File: src/rtl/fetch_pkg.sv
// Shared types and constants for the instruction fetch unit: FSM encoding,
// decoder field positions and the PC step.
package fetch_pkg;

   typedef enum logic [1:0] {
      IDLE  = 2'd0,
      FETCH = 2'd1,
      ISSUE = 2'd2
   } fetch_state_t;

   localparam int INSTR_W  = 32;
   localparam int PC_STEP  = 4;

   localparam int COND_HI  = 31;
   localparam int COND_LO  = 28;
   localparam int OP_HI    = 27;
   localparam int OP_LO    = 26;
   localparam int FUNCT_HI = 25;
   localparam int FUNCT_LO = 20;
   localparam int RD_HI    = 15;
   localparam int RD_LO    = 12;

   typedef struct packed {
      logic [COND_HI-COND_LO:0]   cond;
      logic [OP_HI-OP_LO:0]       op;
      logic [FUNCT_HI-FUNCT_LO:0] func;
      logic [RD_HI-RD_LO:0]       rd;
   } instr_fields_t;

   function automatic instr_fields_t slice_fields(input logic [INSTR_W-1:0] word);
      instr_fields_t f;
      f.cond = word[COND_HI:COND_LO];
      f.op   = word[OP_HI:OP_LO];
      f.func = word[FUNCT_HI:FUNCT_LO];
      f.rd   = word[RD_HI:RD_LO];
      return f;
   endfunction

endpackage

File: src/rtl/instr_fetch_unit_if.sv
// Instruction-memory request/acknowledge bus between the fetch unit (master)
// and instruction memory (slave).
interface instr_fetch_unit_if
   import fetch_pkg::*;
#(
   parameter int ADDR_W = 32
);
   logic               imem_req;
   logic [ADDR_W-1:0]  imem_addr;
   logic               imem_ack;
   logic [INSTR_W-1:0] imem_rdata;

   modport master (
      output imem_req,
      output imem_addr,
      input  imem_ack,
      input  imem_rdata
   );

   modport slave (
      input  imem_req,
      input  imem_addr,
      output imem_ack,
      output imem_rdata
   );
endinterface

File: src/rtl/instr_fetch_unit_pc_next_logic.sv
// Combinational next-PC path: sequential increment, R15 read value, word
// alignment of branch/result targets and misalignment detection.
module pc_next_logic
   import fetch_pkg::*;
#(
   parameter int ADDR_W = 32
) (
   input  logic [ADDR_W-1:0] pc,
   input  logic              pcsrc,
   input  logic [ADDR_W-1:0] pc_target,
   output logic [ADDR_W-1:0] pc_plus8,
   output logic [ADDR_W-1:0] next_pc,
   output logic              target_misaligned
);
   logic [ADDR_W-1:0] pc_plus4;
   logic [ADDR_W-1:0] target_aligned;

   // Both increments wrap naturally at the top of the address space.
   assign pc_plus4          = pc + ADDR_W'(PC_STEP);
   assign pc_plus8          = pc + ADDR_W'(2 * PC_STEP);
   assign target_aligned    = {pc_target[ADDR_W-1:2], 2'b00};
   assign next_pc           = pcsrc ? target_aligned : pc_plus4;
   assign target_misaligned = pcsrc & (|pc_target[1:0]);
endmodule

File: src/rtl/instr_fetch_unit.sv
// Fetch stage: owns the PC, fetches one instruction at a time over the imem
// bus and holds it with decoded fields until the datapath commits it.
module instr_fetch_unit
   import fetch_pkg::*;
#(
   parameter int                ADDR_W   = 32,
   parameter logic [ADDR_W-1:0] RESET_PC = ADDR_W'(32'h0000_0000)
) (
   input  logic                 clk,
   input  logic                 rst_n,
   instr_fetch_unit_if.master   imem,
   input  logic                 halt,
   input  logic                 commit,
   input  logic                 pcsrc,
   input  logic [ADDR_W-1:0]    pc_target,
   output logic                 instr_valid,
   output logic [INSTR_W-1:0]   instr,
   output logic [3:0]           cond,
   output logic [1:0]           op,
   output logic [5:0]           func,
   output logic [3:0]           rd,
   output logic [ADDR_W-1:0]    pc,
   output logic [ADDR_W-1:0]    pc_plus8,
   output logic                 misalign_err
);
   fetch_state_t      state;
   logic [ADDR_W-1:0] next_pc;
   logic              target_misaligned;
   instr_fields_t     fields;

   pc_next_logic #(.ADDR_W(ADDR_W)) u_pc_next (
      .pc                (pc),
      .pcsrc             (pcsrc),
      .pc_target         (pc_target),
      .pc_plus8          (pc_plus8),
      .next_pc           (next_pc),
      .target_misaligned (target_misaligned)
   );

   // NOTE: every register below is assigned with <= so all of them update from
   // the same pre-edge values; blocking here would let later lines see new state.
   always_ff @(posedge clk or negedge rst_n) begin
      if (!rst_n) begin
         state          <= IDLE;
         pc             <= RESET_PC;
         imem.imem_req  <= 1'b0;
         imem.imem_addr <= RESET_PC;
         instr_valid    <= 1'b0;
         instr          <= '0;
         misalign_err   <= 1'b0;
      end else begin
         case (state)
            IDLE: begin
               if (!halt) begin
                  state          <= FETCH;
                  imem.imem_req  <= 1'b1;
                  imem.imem_addr <= pc;
               end
            end
            FETCH: begin
               // halt is deliberately not looked at: a request is never abandoned.
               if (imem.imem_ack) begin
                  instr         <= imem.imem_rdata;
                  instr_valid   <= 1'b1;
                  imem.imem_req <= 1'b0;
                  state         <= ISSUE;
               end
            end
            ISSUE: begin
               if (commit) begin
                  instr_valid  <= 1'b0;
                  pc           <= next_pc;
                  misalign_err <= misalign_err | target_misaligned;
                  if (!halt) begin
                     state          <= FETCH;
                     imem.imem_req  <= 1'b1;
                     imem.imem_addr <= next_pc;
                  end else begin
                     state <= IDLE;
                  end
               end
            end
            default: begin
               state         <= IDLE;
               imem.imem_req <= 1'b0;
               instr_valid   <= 1'b0;
            end
         endcase
      end
   end

   // Fields read as zero whenever nothing valid is being issued.
   assign fields = instr_valid ? slice_fields(instr) : '0;
   assign cond   = fields.cond;
   assign op     = fields.op;
   assign func   = fields.func;
   assign rd     = fields.rd;
endmodule

File: src/flat_wrapper.sv
// flat-port wrapper written by rule: the top's interface ports become plain ports
module instr_fetch_unit_flat import fetch_pkg::*;
#(
   parameter int                ADDR_W   = 32,
   parameter logic [ADDR_W-1:0] RESET_PC = ADDR_W'(32'h0000_0000)
)
  (clk, rst_n, halt, commit, pcsrc, pc_target, instr_valid, instr, cond, op, func, rd, pc, pc_plus8, misalign_err, imem_imem_req, imem_imem_addr, imem_imem_ack, imem_imem_rdata);
  instr_fetch_unit_if #(.ADDR_W(ADDR_W)) imem_i ();
  input  logic clk;
  input  logic rst_n;
  input  logic halt;
  input  logic commit;
  input  logic pcsrc;
  input  logic [ADDR_W-1:0] pc_target;
  output logic instr_valid;
  output logic [INSTR_W-1:0] instr;
  output logic [3:0] cond;
  output logic [1:0] op;
  output logic [5:0] func;
  output logic [3:0] rd;
  output logic [ADDR_W-1:0] pc;
  output logic [ADDR_W-1:0] pc_plus8;
  output logic misalign_err;
  output wire logic [$bits(imem_i.imem_req)-1:0] imem_imem_req;
  output wire logic [$bits(imem_i.imem_addr)-1:0] imem_imem_addr;
  input wire logic [$bits(imem_i.imem_ack)-1:0] imem_imem_ack;
  input wire logic [$bits(imem_i.imem_rdata)-1:0] imem_imem_rdata;
  assign imem_imem_req = imem_i.imem_req;
  assign imem_imem_addr = imem_i.imem_addr;
  assign imem_i.imem_ack = imem_imem_ack;
  assign imem_i.imem_rdata = imem_imem_rdata;
  instr_fetch_unit #(.ADDR_W(ADDR_W), .RESET_PC(RESET_PC)) u_core (.clk(clk), .rst_n(rst_n), .imem(imem_i), .halt(halt), .commit(commit), .pcsrc(pcsrc), .pc_target(pc_target), .instr_valid(instr_valid), .instr(instr), .cond(cond), .op(op), .func(func), .rd(rd), .pc(pc), .pc_plus8(pc_plus8), .misalign_err(misalign_err));
endmodule
File: config.mk
export PLATFORM = sky130hd
export DESIGN_NAME = instr_fetch_unit_flat
export DESIGN_NICKNAME = d
export VERILOG_FILES = /design/src/rtl/fetch_pkg.sv /design/src/rtl/instr_fetch_unit_if.sv /design/src/rtl/instr_fetch_unit_pc_next_logic.sv /design/src/rtl/instr_fetch_unit.sv /design/src/flat_wrapper.sv
export SDC_FILE = /design/constraint.sdc
export NUM_CORES = 1
export LEC_CHECK = 0
export ABC_AREA = 1
export BUFFER_PORTS_ARGS = -buffer_cell sky130_fd_sc_hd__buf_4
export CORE_ASPECT_RATIO = 1.1
export CORE_UTILIZATION = 40
export CTS_CLUSTER_SIZE = 24
export DETAILED_ROUTE_END_ITERATION = 10
export PLACE_DENSITY_LB_ADDON = 0.1
export REMOVE_ABC_BUFFERS = 1
export SLEW_MARGIN = 20
export SYNTH_ARGS = -nofsm -noshare
export SYNTH_HDL_FRONTEND = slang
export SYNTH_SLANG_ARGS = --single-unit
File: constraint.sdc
create_clock -name clk -period 1.4 [get_ports clk]
set_input_delay 0.14 -clock clk [delete_from_list [all_inputs] [get_ports clk]]
set_output_delay 0.14 -clock clk [all_outputs]
set_load 0.01 [all_outputs]
==> summary by stage <==
Layout
After the last flow step, the layout net total stands at approximately 1200. The post-route netlist has between 50% and 60% of its cells at a drive strength greater than 1. The post-synthesis to final-layout area growth is 68.1%.

The number of inserted diodes is 0.

Routing
The count of nets left with antenna violations once routing finished came out at 0. After detailed routing, the number of remaining DRC violations is 0. The final layout contains routed wiring with a total length of 21500 µm.

Dividing the detail-routed wire length by the instance count gives roughly 16 µm. The per-cell via count in the routed design is about 4.9. The routed layout has between 6000 and 7000 vias. The first detailed-routing pass ran for 5 iterations. The number of violations reported at the end of detailed-routing iteration 0 is 338.

Critical path
The critical path goes through buf_6, nand2_4, nor2_4, nand2_4, nor2_4, buf_4, buf_6, xor2_2, buf_4. The critical path's largest stage delay is ~0.41 ns. STA puts the critical path data required time at 1.26 ns.

The slowest cell on the critical path is sky130_fd_sc_hd__dfrtp_1. The signal arrival time at the worst endpoint is 1.87 ns. The number of cells traversed by the worst register-to-register path is 12. In this run the worst path has a maximum fanout of 4. The kind of cell adding the most delay to the critical path is buffers and inverters. The critical path contains buffers and inverters numbering 4 combined.

STA classifies the critical path startpoint as a register. The category of the critical setup timing path is register to output port. The startpoint identified for the worst register-to-register timing path is u_core.pc[3]. The reg-to-reg critical path endpoint is u_core.pc[16]. The worst reg-to-reg setup slack is -0.41 ns. The kind of capture point of the worst setup path is an output port.

Power and ir drop
The worst-case IR drop observed on VDD is 1.17 mV. Of the total power, the clock network draws 12.8%. Sequential cells account for 26.1% of the total power. Cell internal power was estimated by the tool at 12.4 mW.

Combinational logic burns between 60 and 70% of the power. Power spread over the standard cell area amounts to 2090 nW/µm². The fraction of power spent switching nets is 41.3%. The total net switching power is 8.71 mW. The leakage component of the power is 5.01 nW.

Logic synthesis
Each instance of the synthesized netlist takes up on average 7.95 µm². Counting flops with an async set or reset pin after synthesis yields a share of 100%. By instance count, the leading cell after synthesis is sky130_fd_sc_hd__nand2_1. Yosys attributes the largest share of cell area to sky130_fd_sc_hd__dfrtp_1 (42%), sky130_fd_sc_hd__nand2_1 (11%), sky130_fd_sc_hd__mux2_2 (6.0%), sky130_fd_sc_hd__inv_1 (5.4%), sky130_fd_sc_hd__nor2_1 (4.5%).

The gate count after technology mapping is 756. The biggest area contributor in the post-synthesis netlist is sky130_fd_sc_hd__dfrtp_1. The sequential-to-total area share from yosys stat is 42.1%. During synthesis, Yosys emitted a total of 0 warnings.

The count of flip-flops with a built-in enable after synthesis is 0. The post-synthesis instance area is approximately 6000 µm². The synthesized design devotes to its leading area cell type 42.1% of total area.

Counting instances in the post-synthesis netlist gives the leading cell types as sky130_fd_sc_hd__nand2_1 (171), sky130_fd_sc_hd__dfrtp_1 (101), sky130_fd_sc_hd__inv_1 (87). After synthesis the netlist holds a flip-flop and latch count of 101. The synthesized netlist contains 40 unique library cells. For this run, the leading register cell type out of synthesis is sky130_fd_sc_hd__dfrtp_1.

STA
For the pin with the worst max-slew slack, the measured transition is 0.473 ns. Across all setup checks in the final design, the least slack found is -0.605 ns. The minimum period implied by the final worst setup slack is 2.01 ns. For this run, the top clock speed supported by timing is 499 MHz. Dividing the final minimum period by the clock period gives 143%. The number of slew-limit violations in the final report is 0. Between clock sinks in the finished design, the worst skew comes to 0.0102 ns. Setup repair after global routing could not meet its margin everywhere.

The tightest slew margin relative to the limit is 68.5%. Setup violations remaining at the end of the flow were counted as 86. The minimum hold slack is 0.00408 ns.

The number of hold-slack violations in the final timing report is 0.

Worst hold path
The type of the tightest min-delay check is primary input to register. For hold timing, the worst endpoint is u_core.state[0]. Along the worst hold path, the cell count comes to 2.

The launch point of the worst hold path is imem_imem_ack.

Outcome
The checks that failed: setup timing. The flow ran to the end, but the final reports show violations.

Clock tree
After clock tree synthesis, the clock-pin slew on the worst setup and hold paths is around 0.080 ns. The clock drives 101 sinks. TritonCTS built the clock tree. The later pin in the worst-skew pair is clocked with a latency of around 0.36 ns. The H-tree generated during clock tree synthesis spans 3 levels. The cell at the root of the clock tree is sky130_fd_sc_hd__clkbuf_16. The clock passes through at most 2 buffers.

Counting the buffers created by CTS gives 9.

Place
The setup slack after placement is -0.332 ns. The routability congestion estimate from global placement is roughly 0.87. The number of port buffers is 216. The HPWL after detailed placement is around 15000 µm.

Global routing
Global routing finished with a remaining overflow of 0. The first-pass GRT wire length is 31900 µm. The maximum number of pins on one net before global-route repair is 32. The via count of the first global-routing pass is 6177. The initial antenna violation count is 0. Across every metal layer, demand over resource in global routing totals 26.6%.

Floorplan
The die covers 15500 µm². 217 I/O pins were placed. The placement row count is 46. The die width is between 100 and 150 µm.

The y dimension of the die is 131 µm. The starting utilization of the core area is 41.3%. The standard cell core area is between 10000 and 15000 µm².

Run
Across the run, the number of max-cap violations was 0.
==> worst max-delay path by stage <==
stage	cells after the start	start	slack, ns	to
2_1_floorplan	7	u_core.state[1]	-0.44	u_core.imem.imem_addr[19]
3_3_place_gp	8	u_core.pc[4]	-0.32	pc_plus8[25]
3_5_place_dp	8	u_core.pc[4]	-0.33	pc_plus8[25]
4_1_cts	8	u_core.pc[4]	-0.60	pc_plus8[25]
5_1_grt	9	u_core.pc[4]	-0.71	pc_plus8[10]
6_report	9	u_core.pc[4]	-0.61	pc_plus8[10]
==> timing repair <==
action	4_1_cts	5_1_grt
setup endpoints to repair	115	116
gates resized for setup	125	96
endpoints found under the hold margin	33	0
pin swaps	41	45
setup buffers	20	13
gates cloned	0	2
hold buffers	6	0
==> cell usage in the layout, fill, tap and decap left out, types with 18 or more instances in the layout <==
cell type | netlist | routed
sky130_fd_sc_hd__a21oi_1 | 36 | 26
sky130_fd_sc_hd__buf_4 | 6 | 326
sky130_fd_sc_hd__buf_6 | 9 | 35
sky130_fd_sc_hd__dfrtp_1 | 101 | 96
sky130_fd_sc_hd__inv_1 | 87 | 81
sky130_fd_sc_hd__mux2_2 | 32 | 32
sky130_fd_sc_hd__nand2_1 | 171 | 144
sky130_fd_sc_hd__nand2_2 | 7 | 26
sky130_fd_sc_hd__nand3_1 | 48 | 28
sky130_fd_sc_hd__nand3_2 | 0 | 18
sky130_fd_sc_hd__nor2_1 | 72 | 49
sky130_fd_sc_hd__nor2_4 | 10 | 25
sky130_fd_sc_hd__o21ai_1 | 16 | 34
sky130_fd_sc_hd__xor2_1 | 29 | 19
==> power by group through the flow <==
| stage | Clock (mW) | Combinational (mW) | Sequential (mW) |
|---|---|---|---|
| finish | 2.70 | 12.9 | 5.50 |
| global route | 2.86 | 13.9 | 5.69 |
| CTS | 2.73 | 12.1 | 5.43 |
| detailed placement | 0 | 11.1 | 5.43 |
| global placement | 0 | 11.0 | 5.39 |
| floorplan | 0 | 3.88 | 6.27 |
==> per-stage QoR <==
| stage | instances | TNS, ns | instance area (µm²) | power (mW) | util [%] |
|---|---|---|---|---|---|
| after floorplan | 723 | -25.33 | 5780 | 10.1 | - |
| after global placement | 1255 | -14.86 | 8700 | 16.4 | 59.8 |
| after detailed placement | 1255 | -17.31 | 8700 | 16.5 | 59.8 |
| after CTS | 1297 | -25.91 | 9630 | 20.2 | 66.1 |
| after global routing | 1310 | -39.66 | 10100 | 22.4 | 69.4 |
| final | 1310 | -30.34 | 10100 | 21.1 | 69.4 |
==> layout make-up <==
cell class | instances | area, µm²
fillers | 1172 | 4460
multi-input cells | 530 | 3500
repair buffers | 379 | 3150
flip-flops and latches | 101 | 2530
inverters | 92 | 373
well taps | 192 | 240
clock buffers | 9 | 225
clock inverters | 7 | 82.6
==> worst reg2reg max path, stage by stage (launching register included) <==
cell	delay [ns]
sky130_fd_sc_hd__dfrtp_1	0.41
sky130_fd_sc_hd__buf_6	0.13
sky130_fd_sc_hd__buf_6	0.10
sky130_fd_sc_hd__ha_4	0.13
sky130_fd_sc_hd__inv_2	0.04
sky130_fd_sc_hd__nor2_4	0.22
sky130_fd_sc_hd__nand2_4	0.14
sky130_fd_sc_hd__nor2_4	0.20
sky130_fd_sc_hd__nand2_2	0.08
sky130_fd_sc_hd__nand3_2	0.08
sky130_fd_sc_hd__o21ai_1	0.06
sky130_fd_sc_hd__nand2_1	0.06
sky130_fd_sc_hd__o21ai_1	0.06
==> flip-flops by register name, summed over array words and instances, names as in the netlist <==
signal                 flops
u_core.imem.imem_addr     32
u_core.instr              32
u_core.pc                 32
u_core.state               2
u_core.imem.imem_req       1
u_core.instr_valid         1
u_core.misalign_err        1
==> layer usage <==
metal | share of wire (%) | GRT usage (%)
met3 | 6.7 | 5.34
met4 | 2.1 | 10.4
met1 | 40 | 31.9
met5 | 0 | 0
met2 | 51 | 47.4
==> logic make-up after synthesis <==
kind of cell / after synthesis / share of synthesized area (%)
and+or+nand+nor: 344 / 26.3
buffers and inverters: 125 / 9.54
AOI/OAI and AO/OA: 122 / 11.3
DFF: 101 / 42.1
muxes: 32 / 6.00
xor gates and xnor gates: 30 / 4.37
adders and majority gates: 2 / 0.416
Power figures use the tool's default switching activity.
